==> config.mk <==
export PLATFORM = sky130hd
export DESIGN_NAME = synaptic_integrator_flat
export DESIGN_NICKNAME = d
export VERILOG_FILES = /design/src/rtl/synaptic_integrator_if.sv /design/src/rtl/synaptic_integrator.sv /design/src/flat_wrapper.sv
export SDC_FILE = /design/constraint.sdc
export NUM_CORES = 1
export LEC_CHECK = 0
export BUFFER_PORTS_ARGS = -buffer_cell sky130_fd_sc_hd__buf_2
export CORE_AREA = 2 2 355 357
export CTS_CLUSTER_SIZE = 16
export DETAILED_ROUTE_END_ITERATION = 7
export DIE_AREA = 0 0 357 359
export PLACE_DENSITY_LB_ADDON = 0.08
export SYNTH_ARGS = -nofsm -noshare
export SYNTH_HDL_FRONTEND = slang
export SYNTH_SLANG_ARGS = --single-unit
==> constraint.sdc <==
create_clock -name clk -period 7.34 [get_ports clk]
set_input_delay 0.734 -clock clk [delete_from_list [all_inputs] [get_ports clk]]
set_output_delay 0.734 -clock clk [all_outputs]
set_load 0.05 [all_outputs]
==> src/rtl/synaptic_integrator_if.sv <==
// Port bundle between the synaptic integrator and its driver.
// The driver supplies the spike vector, the weight matrix and start; the integrator returns currents and status.
interface synaptic_integrator_if #(parameter int N = 7);
  logic                  start;
  logic [N-1:0]          spikes;
  logic [N*N*16-1:0]     weights_flat;
  logic [N*16-1:0]       currents_flat;
  logic                  busy;
  logic                  current_valid;

  modport master (output start, spikes, weights_flat,
                  input  currents_flat, busy, current_valid);
  modport slave  (input  start, spikes, weights_flat,
                  output currents_flat, busy, current_valid);
endinterface

==> src/rtl/synaptic_integrator.sv <==
// Sequential synaptic current integrator: I[j] = sum_{i!=j} spike[i]*W[i][j].
// The integrator handles one matrix term per cycle, with pre (i) as the inner loop and post (j) as the outer loop.
module synaptic_integrator #(
  parameter int N = 7
) (
  input  logic              clk,
  input  logic              reset_n,
  synaptic_integrator_if.slave bus
);
  localparam int CW = (N > 1) ? $clog2(N) : 1;
  localparam int AW = 16 + CW;
  localparam int IW = $clog2(N*N);
  localparam logic signed [AW-1:0] S_MAX = AW'(32767);
  localparam logic signed [AW-1:0] S_MIN = AW'(-32768);

  typedef enum logic {IDLE, SCAN} state_t;

  state_t                state, state_nxt;
  logic [CW-1:0]         pre_cnt, post_cnt;
  logic signed [AW-1:0]  acc, sum;
  logic [N-1:0]          spk_q;
  logic [N-1:0][15:0]    cur_q;
  logic                  valid_q;
  logic [N*N-1:0][15:0]  w_arr;
  logic [IW-1:0]         w_idx;
  logic [15:0]           term, sat;
  logic                  accept, last_pre, last_post;

  assign w_arr     = bus.weights_flat;
  assign w_idx     = IW'(pre_cnt) * IW'(N) + IW'(post_cnt);
  assign accept    = (state == IDLE) && bus.start;
  assign last_pre  = (pre_cnt  == CW'(N-1));
  assign last_post = (post_cnt == CW'(N-1));

  // The diagonal self-synapse is never summed, whatever its weight or spike.
  assign term = (spk_q[pre_cnt] && (pre_cnt != post_cnt)) ? w_arr[w_idx] : 16'h0000;
  assign sum  = acc + {{CW{term[15]}}, term};
  assign sat  = (sum > S_MAX) ? 16'h7fff :
                (sum < S_MIN) ? 16'h8000 : sum[15:0];

  always_ff @(posedge clk or negedge reset_n) begin
    if (!reset_n) state <= IDLE;
    else          state <= state_nxt;
  end

  always_comb begin
    state_nxt = state;
    case (state)
      IDLE:    if (bus.start) state_nxt = SCAN;
      SCAN:    if (last_pre && last_post) state_nxt = IDLE;
      default: state_nxt = IDLE;
    endcase
  end

  always_ff @(posedge clk or negedge reset_n) begin
    if (!reset_n) begin
      pre_cnt  <= '0;
      post_cnt <= '0;
      acc      <= '0;
      spk_q    <= '0;
      cur_q    <= '0;
      valid_q  <= 1'b0;
    end else begin
      valid_q <= 1'b0;
      if (accept) begin
        spk_q    <= bus.spikes;
        pre_cnt  <= '0;
        post_cnt <= '0;
        acc      <= '0;
      end else if (state == SCAN) begin
        if (!last_pre) begin
          acc     <= sum;
          pre_cnt <= pre_cnt + CW'(1);
        end else begin
          cur_q[post_cnt] <= sat;
          acc             <= '0;
          pre_cnt         <= '0;
          if (!last_post) begin
            post_cnt <= post_cnt + CW'(1);
          end else begin
            post_cnt <= '0;
            valid_q  <= 1'b1;
          end
        end
      end
    end
  end

  assign bus.busy          = (state == SCAN);
  assign bus.current_valid = valid_q;
  assign bus.currents_flat = cur_q;
endmodule

==> src/flat_wrapper.sv <==
// flat-port wrapper written by rule: the top's interface ports become plain ports
module synaptic_integrator_flat 
#(
  parameter int N = 7
)
  (clk, reset_n, bus_start, bus_spikes, bus_weights_flat, bus_currents_flat, bus_busy, bus_current_valid);
  synaptic_integrator_if #(.N(N)) bus_i ();
  input  logic clk;
  input  logic reset_n;
  input wire logic [$bits(bus_i.start)-1:0] bus_start;
  input wire logic [$bits(bus_i.spikes)-1:0] bus_spikes;
  input wire logic [$bits(bus_i.weights_flat)-1:0] bus_weights_flat;
  output wire logic [$bits(bus_i.currents_flat)-1:0] bus_currents_flat;
  output wire logic [$bits(bus_i.busy)-1:0] bus_busy;
  output wire logic [$bits(bus_i.current_valid)-1:0] bus_current_valid;
  assign bus_i.start = bus_start;
  assign bus_i.spikes = bus_spikes;
  assign bus_i.weights_flat = bus_weights_flat;
  assign bus_currents_flat = bus_i.currents_flat;
  assign bus_busy = bus_i.busy;
  assign bus_current_valid = bus_i.current_valid;
  synaptic_integrator #(.N(N)) u_core (.clk(clk), .reset_n(reset_n), .bus(bus_i));
endmodule
==> results.md, run 1 <==
- Max-Cap Viols: 0
- Layout cells sized above 1: between 60% and 70%
- Syn nets: 1,924
- DRT Wirelength: between 100,000 and 150,000 um
- H-tree Lvls: 4
- CTS tree: yes
- Synthesized area per cell: 12.13 um^2
- WP data required: 7.64 ns
- Placed instance area: 20,190 um^2
- Period minus WS final: approximately 6.8 ns
- Total Die Area: roughly 130,000 um^2
- Cts hold-fix bufs: 0
- Initial drt markers: 769
- Largest net degree at the start of global routing: just under 90
- Post-synth EDFFs: 0
- Gpl congestion: 0.8518
- Crit. End Element: flip-flop
- Post-route cell area: 20,960 um^2
- Max FO, Critical Path: 24
- Clk_lat worst skew: 0.45 ns
- Drt pass-1 iters: 4
- Yosys warning count: 0
- Most common cell after layout, fill and taps aside: buf_2
- Final non-filler cell total: roughly 3,700
- Flops & latches, synth: 146
- Residual DRC: 0
- Placeable Area: approximately 120,000 um^2
- Die Y: between 300 and 400 um
- Io pins: 908
- Root buffer cell: clkbuf_16
- Fillers: 14,129
- Routed WL per cell: 30.20 um
- Max Root-Sink Buffers: 2
- Min-delay worst type: primary input to async pin
- Initial antenna violation count: roughly 110
- Final Max Slew Viols: 0
- Placed cells: 3,610
- Post-synth top flop: dfrtp_1
- Setup TNS: 0 ns
- Unrepaired setup endpoints after global routing: no
- Post-Syn Area: ~13,000 um^2
- Worst-Margin Slew: 1.019 ns
- CP Launch Type: flip-flop
- Number of nets with antenna violations after routing: 0
- Most frequent cells in the layout: buf_2 (906), mux4_2 (238), dfrtp_1 (146)
- DP Wirelength: 98,450 um
- CTS Buf Count: 17
- Vias: 14,222
- Area Growth Syn to Fin: 57.72%
- DIE WIDTH: 357 um
- Post-layout nets: approximately 2,800
- Starting density of the core: 10.67%
- GR Overflow Total: 0
- Yosys cell types: between 50 and 60
- FP Rows: 130
- Status: finished clean
- Sequential element share of the synthesized area: 27.49%
- Via/cell ratio: 3.855
- R2r startpoint: u_core.pre_cnt[0]
- Critical Path Source: u_core.pre_cnt[0]
- Clock-pin slew on the worst setup and hold paths: 0.07 ns
- Async SR Flop Fraction: 100.0%
- First-pass GRT wire length: between 100,000 and 150,000 um
- F_max: 146.0 MHz
- Final period utilization: 93.30%
- Cells after synthesis: 1,096
- Worst Path Arrival: 7.15 ns
- Final hold violation count: 0
- Final setup fails: 0
- CTS sink count: 146
- GRT Total Usage: 16.90%
- Crit Path Class: flip-flop to flip-flop
- Setup Skew: 0.01507 ns
- Vias in the first global route: approximately 15,000
- Slew margin rel.: 32.01%
- IO Port Bufs: between 900 and 1,000
==> routing by layer <==
| layer | vias up | track usage, % | wire length (um) |
|---|---|---|---|
| met3 | 137 | 6.909 | 9985 |
| li1 | 6253 | - | - |
| met1 | 7104 | 19.57 | 44260 |
| met4 | 44 | 5.190 | 2695 |
| met2 | 684 | 28.26 | 54220 |
| met5 | - | 0 | 268 |
==> through the flow <==
step / setup WS, ns / utilization (%) / hold slack (ns)
floorplan: 0.3635 / - / 0.4384
global placement: -0.01586 / 16.21 / 0.4653
detailed placement: -0.03013 / 16.21 / 0.4764
CTS: 0.07164 / 16.70 / 0.4066
global route: 0.007576 / 16.80 / 0.4375
finish: 0.4920 / 16.83 / 0.3919
==> Yosys cell counts, types with 6 or more instances <==
| cell | number | area, um^2 |
|---|---|---|
| nand2_1 | 129 | 484.2 |
| xnor2_1 | 13 | 113.9 |
| mux2i_1 | 25 | 250.2 |
| o21ai_1 | 7 | 35.03 |
| nor3_1 | 9 | 45.04 |
| o21ai_0 | 23 | 115.1 |
| and3_1 | 18 | 112.6 |
| o21ai_2 | 6 | 52.55 |
| a211oi_1 | 11 | 82.58 |
| ha_1 | 29 | 362.9 |
| nand2b_1 | 22 | 137.6 |
| dfrtp_1 | 146 | 3654 |
| a21oi_1 | 53 | 265.3 |
| a22o_1 | 14 | 122.6 |
| a21o_1 | 6 | 45.04 |
| o31ai_1 | 7 | 52.55 |
| nand3_1 | 30 | 150.1 |
| buf_2 | 13 | 65.06 |
| mux2_2 | 10 | 112.6 |
| o211ai_1 | 71 | 533.0 |
| mux4_2 | 238 | 5360 |
| nor2_1 | 55 | 206.5 |
| clkbuf_1 | 62 | 232.7 |
| inv_1 | 18 | 67.56 |
| buf_1 | 22 | 82.58 |
==> worst max-delay path, stage by stage, from the launching register on <==
cell and delay [ns]:
dfrtp_1 0.40, fa_1 0.55, inv_1 0.06, fa_1 0.52, inv_1 0.08, fa_4 0.48
a21o_1 0.18, a21oi_1 0.43, xnor2_4 0.35, mux2i_1 0.27, nand2_1 0.13, and3_1 0.18
ha_1 0.17, inv_1 0.06, fa_1 0.43, nand2b_1 0.19, a21oi_1 0.24, o21ai_1 0.22
o2111a_1 0.30, nor3_1 0.46, xor2_4 0.13, buf_12 0.20, o21ai_2 0.46, o211ai_1 0.18
==> what timing repair did <==
item,4_1_cts,5_1_grt
setup endpoints to repair,7,105
resized for setup,1,7
pin swaps,0,1
buffers inserted,0,1
==> state kept, by name (all words and copies together), names as in the netlist <==
name / flops
u_core.bus.currents_flat: 112
u_core.acc: 19
u_core.spk_q: 7
u_core.post_cnt: 3
u_core.pre_cnt: 3
u_core.bus.busy: 1
u_core.bus.current_valid: 1
==> area by class of cell <==
type                            instances  area, um^2  area share, %
Sequential cell                       146        3654          17.43
Timing Repair Buffer                  965        5169          24.66
Multi-Input combinational cell        832        9293          44.33
Tap cell                             1650        2064          9.848
Clock buffer                           18       439.2          2.095
Antenna cell                           46       115.1         0.5491
Inverter                               18       67.56         0.3223
Clock inverter                         14       162.7         0.7759
==> final timing paths <==
path,to,slack (ns),depth (start not counted)
setup / recovery,u_core.bus.currents_flat[25],0.49,23
hold / removal,u_core.bus.currents_flat[39],0.39,1
setup reg to reg,u_core.bus.currents_flat[25],0.49,23
hold reg to reg,u_core.bus.currents_flat[47],0.48,2
max in group asynchronous,u_core.bus.currents_flat[62],5.45,2
min in group clk,u_core.bus.currents_flat[47],0.48,2
==> logic make-up after synthesis <==
family,synth area share [%]
buffers and inverters,3.596
muxes,43.06
AOI/OAI and AO/OA,11.01
xor gates and xnor gates,1.431
adders and majority gates,3.483
and+or+nand+nor,9.931
DFF,27.49
Power of run 1 is left out: the tool's default activity adds up to more than one toggle a clock period on the data nets, which glitch-free logic cannot reach.
==> inputs of run 2 (changes only) <==
- ABC_AREA: unset -> 1
- CORE_AREA: 2 2 355 357 -> 2 2 358 360
- DIE_AREA: 0 0 357 359 -> 0 0 360 362
- PLACE_DENSITY: unset -> 0.4
- PLACE_DENSITY_LB_ADDON: 0.08 -> unset
==> run 2 against run 1 <==
Compared with the run above: largest cell class unchanged; synthesized area grew 7.8%; cell count grew 31%; die area grew 1.7%; clock skew is essentially flat.
==> results.md, run 2 <==
- Status: finished clean
- Worst r2r path cells: 28 (+22%)
- Max FO, Critical Path: 58 (+140%)
- Cells after synthesis: 2,295 (+110%)
- Post-synth top area share: 25.50% (-15 points)
- Vias in the first global route: 20,237 (+31%)
- Most common cell after layout, fill and taps aside: buf_2
- Fin util: 17.12% (+0.29 points)
- Post-Syn Area: 14,320 um^2 (+7.8%)
- DRT Wirelength: 128,800 um (+16%)
- Pre-CTS setup slack: 0.06039 ns (+0.09051 ns)
- Final setup fails: 0 (unchanged)
- Synthesized area per cell: 6.242 um^2 (-49%)
- Reg2reg end: u_core.bus.currents_flat[12]
- GR Overflow Total: 0 (unchanged)
- IO Port Bufs: 907 (unchanged)
- CP Launch Type: flip-flop
- Initial drt markers: 1,944 (+150%)
- Cts hold-fix bufs: 0 (unchanged)
- Initial antenna violation count: 104 (-0.95%)
- Total Die Area: 130,300 um^2 (+1.7%)
- Critical Path Source: u_core.pre_cnt[0]
- Root buffer cell: clkbuf_16
- Largest net degree at the start of global routing: 116 (+32%)
- Clk_lat worst skew: 0.44 ns (about the same)
- Io pins: 908 (unchanged)
- Crit Path Class: flip-flop to flip-flop
- Post-route setup slack: 0.3602 ns (-0.1318 ns)
- R2r startpoint: u_core.pre_cnt[0]
- Synth area leader: dfrtp_1
- Worst-Margin Slew: 1.023 ns (+0.003658 ns)
- Post-synth EDFFs: 0 (unchanged)
- CTS sink count: 146 (unchanged)
- Yosys warning count: 0 (unchanged)
- WP buf/inv: 5 (+1)
- Die Y: 362 um (+0.84%)
- Slew margin rel.: 31.08% (-0.93 points)
- Slowest cell on the critical path: fa_4
- Most frequent cells in the layout: buf_2 (906), nand2_1 (878), a21oi_1 (328)
- Syn nets: 3,123 (+62%)
- Via/cell ratio: 4.295 (+11%)
- CP delay by family, top: adder cells
- First-pass GRT wire length: 171,000 um (+18%)
- Post-layout nets: 3,956 (+41%)
- Starting density of the core: 11.31% (+0.64 points)
- Worst path depth: 28 (+22%)
- Drt pass-1 iters: 6 (+2)
- Flops & latches, synth: 146 (unchanged)
- Layout cells sized above 1: 34.51% (-29 points)
- CTS tree: yes
- Crit. End Element: flip-flop
- Gr busiest metal: met2
- Post-synth top flop: dfrtp_1
- Max Root-Sink Buffers: 2 (unchanged)
- Area Growth Syn to Fin: 51.39%
- Largest register FFs: 112 (unchanged)
- Number of nets with antenna violations after routing: 0 (unchanged)
- Final hold violation count: 0 (unchanged)
- Gpl congestion: 0.9741 (+14%)
- Final Max Slew Viols: 0 (unchanged)
- FF-to-FF setup slack: 0.36 ns (-0.13 ns)
- Clock-pin slew on the worst setup and hold paths: 0.07 ns (about the same)
- WP data required: 7.66 ns (+0.02 ns)
- Post-synth top cells: nand2_1 (879), a21oi_1 (328), dfrtp_1 (146)
- Period minus WS final: 6.980 ns (+0.1318 ns)
- CP peak stage delay: 0.68 ns (+0.13 ns)
- Max-Cap Viols: 0 (unchanged)
- Residual DRC: 0 (unchanged)
- Min-delay worst type: primary input to async pin
- Yosys cell types: 52 (-8.8%)
- Setup bufs post-CTS: 0 (unchanged)
- Synth area leaders: dfrtp_1 (26%), nand2_1 (23%), a21oi_1 (11%), nand3_1 (4.9%), o21ai_0 (3.6%)
- Setup TNS: 0 ns (unchanged)
- DIE WIDTH: 360 um (+0.84%)
- Top-count cell post-synth: nand2_1
- Setup Skew: 0.01484 ns (-0.0002327 ns)
- Unrepaired setup endpoints after global routing: no
- Worst Path Arrival: 7.30 ns (+0.15 ns)
- Met2 usage: 33.20% (+4.9 points)
- Placeable Area: 126,700 um^2 (+1.7%)
- CP most frequent cell: nand2_1
- Vias: 20,765 (+46%)
- F_max: 143.3 MHz (-1.9%)
- Met1 global-route usage: 23.48% (+3.9 points)
- Sequential element share of the synthesized area: 25.50% (-2.0 points)
- Post-cts resize count: 0 (-1)
- Grt met3 use: 4.109% (-2.8 points)
- FP Rows: 131 (+0.77%)
- Hold WS: 0.3550 ns (-0.03692 ns)
- Worst Setup EP: u_core.bus.currents_flat[12]
- DP Wirelength: 107,700 um (+9.4%)
- H-tree Lvls: 4 (unchanged)
- Routed WL per cell: 26.63 um (-12%)
- Final period utilization: 95.09% (+1.8 points)
- CTS Buf Count: 17 (unchanged)
- GRT Total Usage: 18.83% (+1.9 points)
- Async SR Flop Fraction: 100.0% (unchanged)
run 2: worst min path at each step:
stage,end,depth (start not counted)
floorplan,u_core.acc[0],0
finish,u_core.bus.currents_flat[111],1
CTS,u_core.bus.currents_flat[98],1
global placement,u_core.bus.currents_flat[104],2
detailed placement,u_core.bus.currents_flat[104],2
global route,u_core.bus.currents_flat[98],1
run 2: cell families (layout without fill, tap and decap cells):
logic type	after synthesis	after routing	share of synthesized area, %
flops	146	146	25.50
mux	7	7	0.5503
other cells	0	32	0
simple gates	1162	1162	33.06
compound gates	680	680	29.08
fa+ha+maj	34	34	3.232
xor+xnor	17	17	1.092
buf+inv	249	1095	7.485
run 2: area by class of cell:
type,instances,area [um^2]
diodes,32,80.08
clock buffers,18,429.2
clock inverters,14,132.6
fillers,14910,105000
inverters,62,254.0
multi-input cells,1900,9664
flip-flops and latches,146,3655
well taps,1662,2079
repair buffers,1001,5393
run 2: per-layer routing:
metal | routed length [um] | vias up
li1 | - | 9649
met1 | 53300 | 9987
met2 | 63550 | 905
met3 | 9159 | 178
met4 | 2456 | 46
met5 | 296 | -
run 2: stage by stage:
stage	std cells	instance area, um^2
3_3_place_gp	4771	21020
4_1_cts	4803	21580
3_5_place_dp	4771	21020
6_report	4835	21690
2_1_floorplan	2295	14330
5_1_grt	4817	21640
Power of run 2 is left out for the same reason.
